--- src/rtl/alu_seq_exec.sv ---
// ============================================================================
// alu_seq_exec
// ----------------------------------------------------------------------------
// Sequential execute-stage ALU. Logic, add/sub and set-less-than operations
// finish one cycle after the request is accepted. Left shifts run through a
// serial shifter that moves one bit per cycle, so a shift by N finishes N+1
// cycles after acceptance. A start/busy/done handshake lets the datapath
// controller stall until the result is valid.
//
// Ports
//   clk       rising-edge clock
//   rst       asynchronous, active-high reset
//   start     request strobe, honoured only while busy=0
//   ALUctr    4-bit operation code, captured with start
//   SllFlag   shift request, captured with start
//   busA      operand A, captured with start
//   busB      operand B / value to shift, captured with start
//   shamt     shift amount, captured with start
//   result    registered result, held until the next completion
//   zero      registered, 1 when result is zero
//   overflow  registered signed overflow for add/sub codes, else 0
//   busy      high from the cycle after acceptance through the done cycle
//   done      one-cycle completion pulse
// ============================================================================
module alu_seq_exec #(
    parameter int WIDTH = 32,
    parameter int SHW   = 5
) (
    input  logic             clk,
    input  logic             rst,
    input  logic             start,
    input  logic [3:0]       ALUctr,
    input  logic             SllFlag,
    input  logic [WIDTH-1:0] busA,
    input  logic [WIDTH-1:0] busB,
    input  logic [SHW-1:0]   shamt,
    output logic [WIDTH-1:0] result,
    output logic             zero,
    output logic             overflow,
    output logic             busy,
    output logic             done
);

    localparam logic [3:0] OP_AND  = 4'b0000;
    localparam logic [3:0] OP_OR   = 4'b0001;
    localparam logic [3:0] OP_ADD  = 4'b0010;
    localparam logic [3:0] OP_SUB  = 4'b0110;
    localparam logic [3:0] OP_SLT  = 4'b0111;
    localparam logic [3:0] OP_SLTU = 4'b0101;
    localparam logic [3:0] OP_SLL  = 4'b1000;

    typedef enum logic [1:0] {
        S_IDLE  = 2'd0,
        S_EXEC  = 2'd1,
        S_SHIFT = 2'd2
    } state_t;

    state_t           state_reg,  state_next;
    logic [WIDTH-1:0] a_reg,      a_next;
    // b_reg doubles as the shift register while in S_SHIFT.
    logic [WIDTH-1:0] b_reg,      b_next;
    logic [3:0]       code_reg,   code_next;
    logic [SHW-1:0]   cnt_reg,    cnt_next;
    logic [WIDTH-1:0] result_reg, result_next;
    logic             zero_reg,   zero_next;
    logic             ovf_reg,    ovf_next;
    logic             busy_reg,   busy_next;
    logic             done_reg,   done_next;

    // ------------------------------------------------------------------------
    // Single-cycle ALU on the captured operands
    // ------------------------------------------------------------------------
    logic [WIDTH-1:0] and_vec;
    logic [WIDTH-1:0] or_vec;
    logic [WIDTH-1:0] sum;
    logic [WIDTH-1:0] diff;
    logic             lt_signed;
    logic             lt_unsigned;
    logic             ovf_add;
    logic             ovf_sub;
    logic [WIDTH-1:0] alu_res;
    logic             alu_ovf;

    genvar gi;
    generate
        for (gi = 0; gi < WIDTH; gi++) begin : g_bitwise
            assign and_vec[gi] = a_reg[gi] & b_reg[gi];
            assign or_vec[gi]  = a_reg[gi] | b_reg[gi];
        end
    endgenerate

    assign sum         = a_reg + b_reg;
    assign diff        = a_reg - b_reg;
    assign lt_signed   = $signed(a_reg) < $signed(b_reg);
    assign lt_unsigned = a_reg < b_reg;

    // Overflow when both effective operands share a sign and the result's
    // sign differs; subtraction flips the sign of B.
    assign ovf_add = (a_reg[WIDTH-1] == b_reg[WIDTH-1]) &&
                     (sum[WIDTH-1]   != a_reg[WIDTH-1]);
    assign ovf_sub = (a_reg[WIDTH-1] != b_reg[WIDTH-1]) &&
                     (diff[WIDTH-1]  != a_reg[WIDTH-1]);

    always_comb begin
        alu_res = '0;
        alu_ovf = 1'b0;
        case (code_reg)
            OP_AND:  alu_res = and_vec;
            OP_OR:   alu_res = or_vec;
            OP_ADD: begin
                alu_res = sum;
                alu_ovf = ovf_add;
            end
            OP_SUB: begin
                alu_res = diff;
                alu_ovf = ovf_sub;
            end
            OP_SLT:  alu_res = {{(WIDTH-1){1'b0}}, lt_signed};
            OP_SLTU: alu_res = {{(WIDTH-1){1'b0}}, lt_unsigned};
            default: begin
                alu_res = '0;
                alu_ovf = 1'b0;
            end
        endcase
    end

    // ------------------------------------------------------------------------
    // Next-state and datapath logic
    // ------------------------------------------------------------------------
    always_comb begin
        state_next  = state_reg;
        a_next      = a_reg;
        b_next      = b_reg;
        code_next   = code_reg;
        cnt_next    = cnt_reg;
        result_next = result_reg;
        zero_next   = zero_reg;
        ovf_next    = ovf_reg;
        busy_next   = busy_reg;
        done_next   = 1'b0;

        case (state_reg)
            S_IDLE: begin
                // In IDLE busy_reg is only high during the done cycle, which
                // is exactly when a new start must be ignored.
                busy_next = 1'b0;
                if (start && !busy_reg) begin
                    a_next    = busA;
                    b_next    = busB;
                    code_next = ALUctr;
                    cnt_next  = shamt;
                    busy_next = 1'b1;
                    if (SllFlag || (ALUctr == OP_SLL)) begin
                        state_next = S_SHIFT;
                    end else begin
                        state_next = S_EXEC;
                    end
                end
            end

            S_EXEC: begin
                result_next = alu_res;
                zero_next   = (alu_res == '0);
                ovf_next    = alu_ovf;
                done_next   = 1'b1;
                state_next  = S_IDLE;
            end

            S_SHIFT: begin
                if (cnt_reg != '0) begin
                    b_next   = b_reg << 1;
                    cnt_next = cnt_reg - SHW'(1);
                end else begin
                    result_next = b_reg;
                    zero_next   = (b_reg == '0);
                    ovf_next    = 1'b0;
                    done_next   = 1'b1;
                    state_next  = S_IDLE;
                end
            end

            default: begin
                state_next = S_IDLE;
                busy_next  = 1'b0;
            end
        endcase
    end

    // ------------------------------------------------------------------------
    // State registers
    // ------------------------------------------------------------------------
    always_ff @(posedge clk or posedge rst) begin
        if (rst) begin
            state_reg  <= S_IDLE;
            a_reg      <= '0;
            b_reg      <= '0;
            code_reg   <= '0;
            cnt_reg    <= '0;
            result_reg <= '0;
            zero_reg   <= 1'b1;
            ovf_reg    <= 1'b0;
            busy_reg   <= 1'b0;
            done_reg   <= 1'b0;
        end else begin
            state_reg  <= state_next;
            a_reg      <= a_next;
            b_reg      <= b_next;
            code_reg   <= code_next;
            cnt_reg    <= cnt_next;
            result_reg <= result_next;
            zero_reg   <= zero_next;
            ovf_reg    <= ovf_next;
            busy_reg   <= busy_next;
            done_reg   <= done_next;
        end
    end

    assign result   = result_reg;
    assign zero     = zero_reg;
    assign overflow = ovf_reg;
    assign busy     = busy_reg;
    assign done     = done_reg;

endmodule

--- config.mk ---
export PLATFORM = sky130hd
export DESIGN_NAME = alu_seq_exec
export DESIGN_NICKNAME = d
export VERILOG_FILES = /design/src/rtl/alu_seq_exec.sv
export SDC_FILE = /design/constraint.sdc
export NUM_CORES = 1
export LEC_CHECK = 0
export CAP_MARGIN = 10
export CORE_MARGIN = 3
export CORE_UTILIZATION = 45
export CTS_CLUSTER_SIZE = 28
export DETAILED_ROUTE_END_ITERATION = 12
export GPL_TIMING_DRIVEN = 1
export HOLD_SLACK_MARGIN = 0.05
export PLACE_DENSITY = 0.69
export SLEW_MARGIN = 10
export SYNTH_ARGS = -nofsm -noshare
export SYNTH_HDL_FRONTEND = slang
export SYNTH_SLANG_ARGS = --single-unit
--- constraint.sdc ---
create_clock -name clk -period 6.77 [get_ports clk]
set_clock_uncertainty 0.15 [all_clocks]
set_input_delay 0.677 -clock clk [delete_from_list [all_inputs] [get_ports clk]]
set_output_delay 0.677 -clock clk [all_outputs]
set_load 0.02 [all_outputs]
# Word-level counts from Yosys, hierarchy flattened
# Cells that the tools add are included.
# totals
output_inout_bits,36
ff_bits,111
word_cells,133
input_bits,77
# op_classes
n_lt_le_gt_ge,2
add_sub_neg,3
reduce_logical,17
bitwise_logic,64
n_eq_ne,15
n_mux,22
# op_table
operator,count
case mux 32 bit (6 select lines),1
case mux 32 bit (2 select lines),2
2-to-1 mux 32 bit,3
logical NOT 32 bit,2
< comparator 32 bit,2
adder 32 bit,1
bitwise AND 1 bit,32
bitwise OR 1 bit,32
subtractor 32 bit,1
== test 4 x 3 -> 1 bit (second input constant),3
2-to-1 mux 5 bit,2
case mux 1 bit (2 select lines),5
case mux 5 bit (2 select lines),1
2-to-1 mux 2 bit,3
!= test 2 bit (second input constant),3
AND reduction 2 bit,3
nonzero test 5 bit,1
subtractor 5 x 1 -> 5 bit (second input constant),1
== test 4 x 1 -> 1 bit (second input constant),1
== test 4 x 2 -> 1 bit (second input constant),1
== test 4 bit (second input constant),1
logical NOT 4 bit,1
2-to-1 mux 1 bit,4
case mux 2 bit (2 select lines),1
11 further kinds,16

# Longest topological paths before layout
# depth
word_depth,5
mapped_depth,15
ltp_nobuf,15

# Worst setup path after synthesis
# No wires, ideal clock.
# synth_path
path_kind,register to register
from,register a_reg[0]
to,"register zero_reg, in the netlist zero"
t_arrival_ns,3.638
path_slack_ns,2.896
stages_incl_launch_ff,15
required_ns,6.534
n_path_buf,0
period_less_slack_ns,3.874
setup_time_ns,0.086
path_cell_list,dfrtp_1 inv_1 ha_1 inv_1 fa_1 nor3b_1 o311ai_1 nand3_1 a221oi_1 o21ai_1 a32o_1 a211oi_1 or4b_1 or4_1 o31ai_2
# synth_via
elab_chain_len,4
word_cells_on_any_way,9
cone_classes,2 x add/sub; 2 x order compare; 2 x mux; 2 x bitwise; 1 x reduce/logical
# synth_lines
item,line,text
from (decl),59,"logic [WIDTH-1:0] a_reg, a_next;"
from (signal assigned),206,a_reg <= a_next;
subtractor 32 bit (tied with other cells),93,assign diff = a_reg - b_reg;
case mux 32 bit (6 select lines) (*),107,case (code_reg)
logical NOT 32 bit (*),163,zero_next = (alu_res == '0);
case mux 1 bit (2 select lines) (*),142,case (state_reg)
to (signal assigned),211,zero_reg <= zero_next;
to (decl),65,"logic zero_reg, zero_next;"
# Mark *: on every way between the ends. The rest lies on a longest branch, timed or not.
# A chain may end at the register's enable or synchronous reset.

# Worst setup path in the final report
# layout_path
from,register b_reg[0]
to,"register zero_reg, in the netlist zero"
# layout_via
elab_chain_len,4
word_cells_on_any_way,11
cone_classes,2 x add/sub; 2 x order compare; 3 x mux; 2 x bitwise; 2 x reduce/logical
# layout_lines
item,line,text
from (decl),61,"logic [WIDTH-1:0] b_reg, b_next;"
from (signal assigned),207,b_reg <= b_next;
subtractor 32 bit (tied with other cells),93,
case mux 32 bit (6 select lines),107,
logical NOT 32 bit,163,
case mux 1 bit (2 select lines) (*),142,
# Mark *: on every way between the ends. The rest lies on a longest branch, timed or not. The select of a mux whose other input is x is not followed.

==> results.toml <==
[hold_path]
holdCritPathClass = "flop to flop"
min_path_cells = 1

[timing]
setup_viol = 0
min_period_ns = 4.77
setup_tns_ns = 0
rsz0062_at_grt = "no"
worst_slew_pin_slew_ns = 0.896
hold_viol_final = 0
max_freq_mhz = 210
slew_viol_final = 0
slew-limit-headroom = 0.403
fin_crit_sh = 0.705

[detailed_routing]
vias = 9989
wirelength_microns = 33900
wl_per_cell_microns = 20.5
detail-route-antenna-nets = 0
drc = 0
first_pass_iters = 6
viasPerCell = 6.04
drtIter0Drc = 822

[clock_tree]
clk_latency_ns = 0.38
root_buffer = "clkbuf_16"
cts-resized-gates = 0
cts.path.max_buffers = 2
htree_levels = 3
cts_tree = "done"
cts_setup_buffers = 0
cts_buffers = 9
cts_hold_buf = 0
clock-sinks = 111
path_clk_slew_ns = 0.09

[cells_and_area]
diodes = 0
area_growth_pct = 15.5
drive_gt1_frac = 0.0517
num-fill-cells = 2113
finish.net_count = 1551

[worst_setup_path]
cp-start-kind = "flop"
path_cells = "ha_1, inv_1, fa_1, nor3b_1, o311ai_1, nand3_1, a221oi_1, o21ai_1, a32o_1, a211oi_1, or4b_1, or4_1, o31ai_2"
r2r_cells = 13
cp_max_fo = 6
crit_path_end_kind = "flop"
cp.arrival_ns = 4.92
crit_slowest_cell = "a221oi_1"
cp_data_required_time_ns = 6.92
cpPeakStageDelay_ns = 0.61
crit_type = "flop to flop"

[synth]
synth_top_area_frac = 0.266
synth_warnings = 0
syn_inst = 1311
synth_edf_count = 0
synth_area_per_cell_sq_um = 7.89
synthDistinctLibCells = 85
synth.most_common_cell = "a21oi_1"
synth_top_cell_by_area = "dfrtp_1"
synth_seq_cells = 111
yosys-top-cells-area = "dfrtp_1 27%, ha_1 13%, mux2i_1 8.1%"
synthTopCellsByCount = "135 x a21oi_1, 127 x inv_1, 125 x nor2_1, 113 x nand2_1, 110 x dfrtp_1"
ys.flop_type = "dfrtp_1"
synth_nets = 1494
synthArstFlopShare = 1.00
synth_area_sq_um = 10300
yosysSeqAreaShare = 0.269

[place]
gp_congestion = 1.03
numPortBuffers = 112
dp_hpwl_microns = 25500

[die]
num_rows = 54
start_util = 0.466
die_x_microns = 158
die-area_sq_um = 24900
die_h_microns = 158
core_sq_um = 22200
io_pins = 113

[outcome]
status = "finished clean"

[global_routing]
grt_start_max_net_pins = 71
grt_pass1_wl_microns = 54000
grt_pass1_vias = 9705
grt_usage = 0.273
grt-ovfl-total = 0
antenna_found_initial = 0

[flow_run]
drv_cap = 0
[cell families after synthesis]
logic type	Yosys count	share of synthesized area
AOI/OAI and AO/OA	402	0.251
and+or+nand+nor	380	0.172
buffers and inverters	210	0.0799
DFF	111	0.269
adders and majority gates	106	0.130
muxes	91	0.0889
xor gates and xnor gates	11	0.00931
[final timing paths]
check                            from     endpoint  slack (ns)
min in group asynchronous         rst     b_reg[6]        0.55
max reg2reg                  b_reg[0]         zero        2.00
min reg2reg                result[11]   result[11]        0.37
max                          b_reg[0]         zero        2.00
min                        result[11]   result[11]        0.37
max in group asynchronous         rst  code_reg[0]        4.61
[final cells by class]
| cell class | instances | area, sq um | area share |
|---|---|---|---|
| clock buffer | 9 | 225 | 0.0188 |
| timing repair buffer | 125 | 1220 | 0.102 |
| inverter | 131 | 494 | 0.0414 |
| tap | 280 | 350 | 0.0293 |
| clock inverter | 7 | 86.3 | 0.00723 |
| multi-input combinational | 990 | 6790 | 0.569 |
| sequential | 111 | 2780 | 0.233 |
[cells in the final DEF (no fill, tap or decap), types with 10 or more instances in the layout]
master             n
a31oi_1           11
o31ai_1           13
a21o_1            10
o22ai_1           18
inv_1            126
dfrtp_1          109
nor3_1            23
a21oi_1          134
xnor2_1           10
clkdlybuf4s50_1  112
nand2_1          113
mux2i_1           84
nor4_1            18
buf_4             13
nand3_1           18
o21ai_0           84
nand4_1           10
ha_1             103
nor2_1           125
nor2b_1           14
o211ai_1          11
a211oi_1          14
a221oi_1          11
[worst max-delay path: cells and delay by family, from the launching register on]
kind                       cells  cell delay, ns
buffers and inverters          1            0.06
adders and majority gates      2            0.65
and+or+nand+nor                4            1.30
AOI/OAI and AO/OA              6            2.05
DFF                            1            0.48
[stage by stage]
stage	hold slack [ns]	worst slack, ns	util	std cells	instance area [sq um]
after floorplan	0.322	2.90	-	1311	10300
after global placement	0.349	2.04	0.523	1637	11600
after detailed placement	0.355	2.05	0.523	1637	11600
after CTS	0.376	1.99	0.537	1653	11900
after global routing	0.400	1.74	0.538	1653	11900
final	0.368	2.00	0.538	1653	11900
[layer usage]
layer,global-route usage,vias to the layer above,share of wire
li1,-,4775,-
met1,0.391,4758,0.47
met2,0.430,395,0.45
met3,0.0396,61,0.060
met4,0.0789,0,0.023
met5,0,-,0
Power is left out: the tool's default activity adds up to more than one toggle a clock period on the data nets, which glitch-free logic cannot reach.
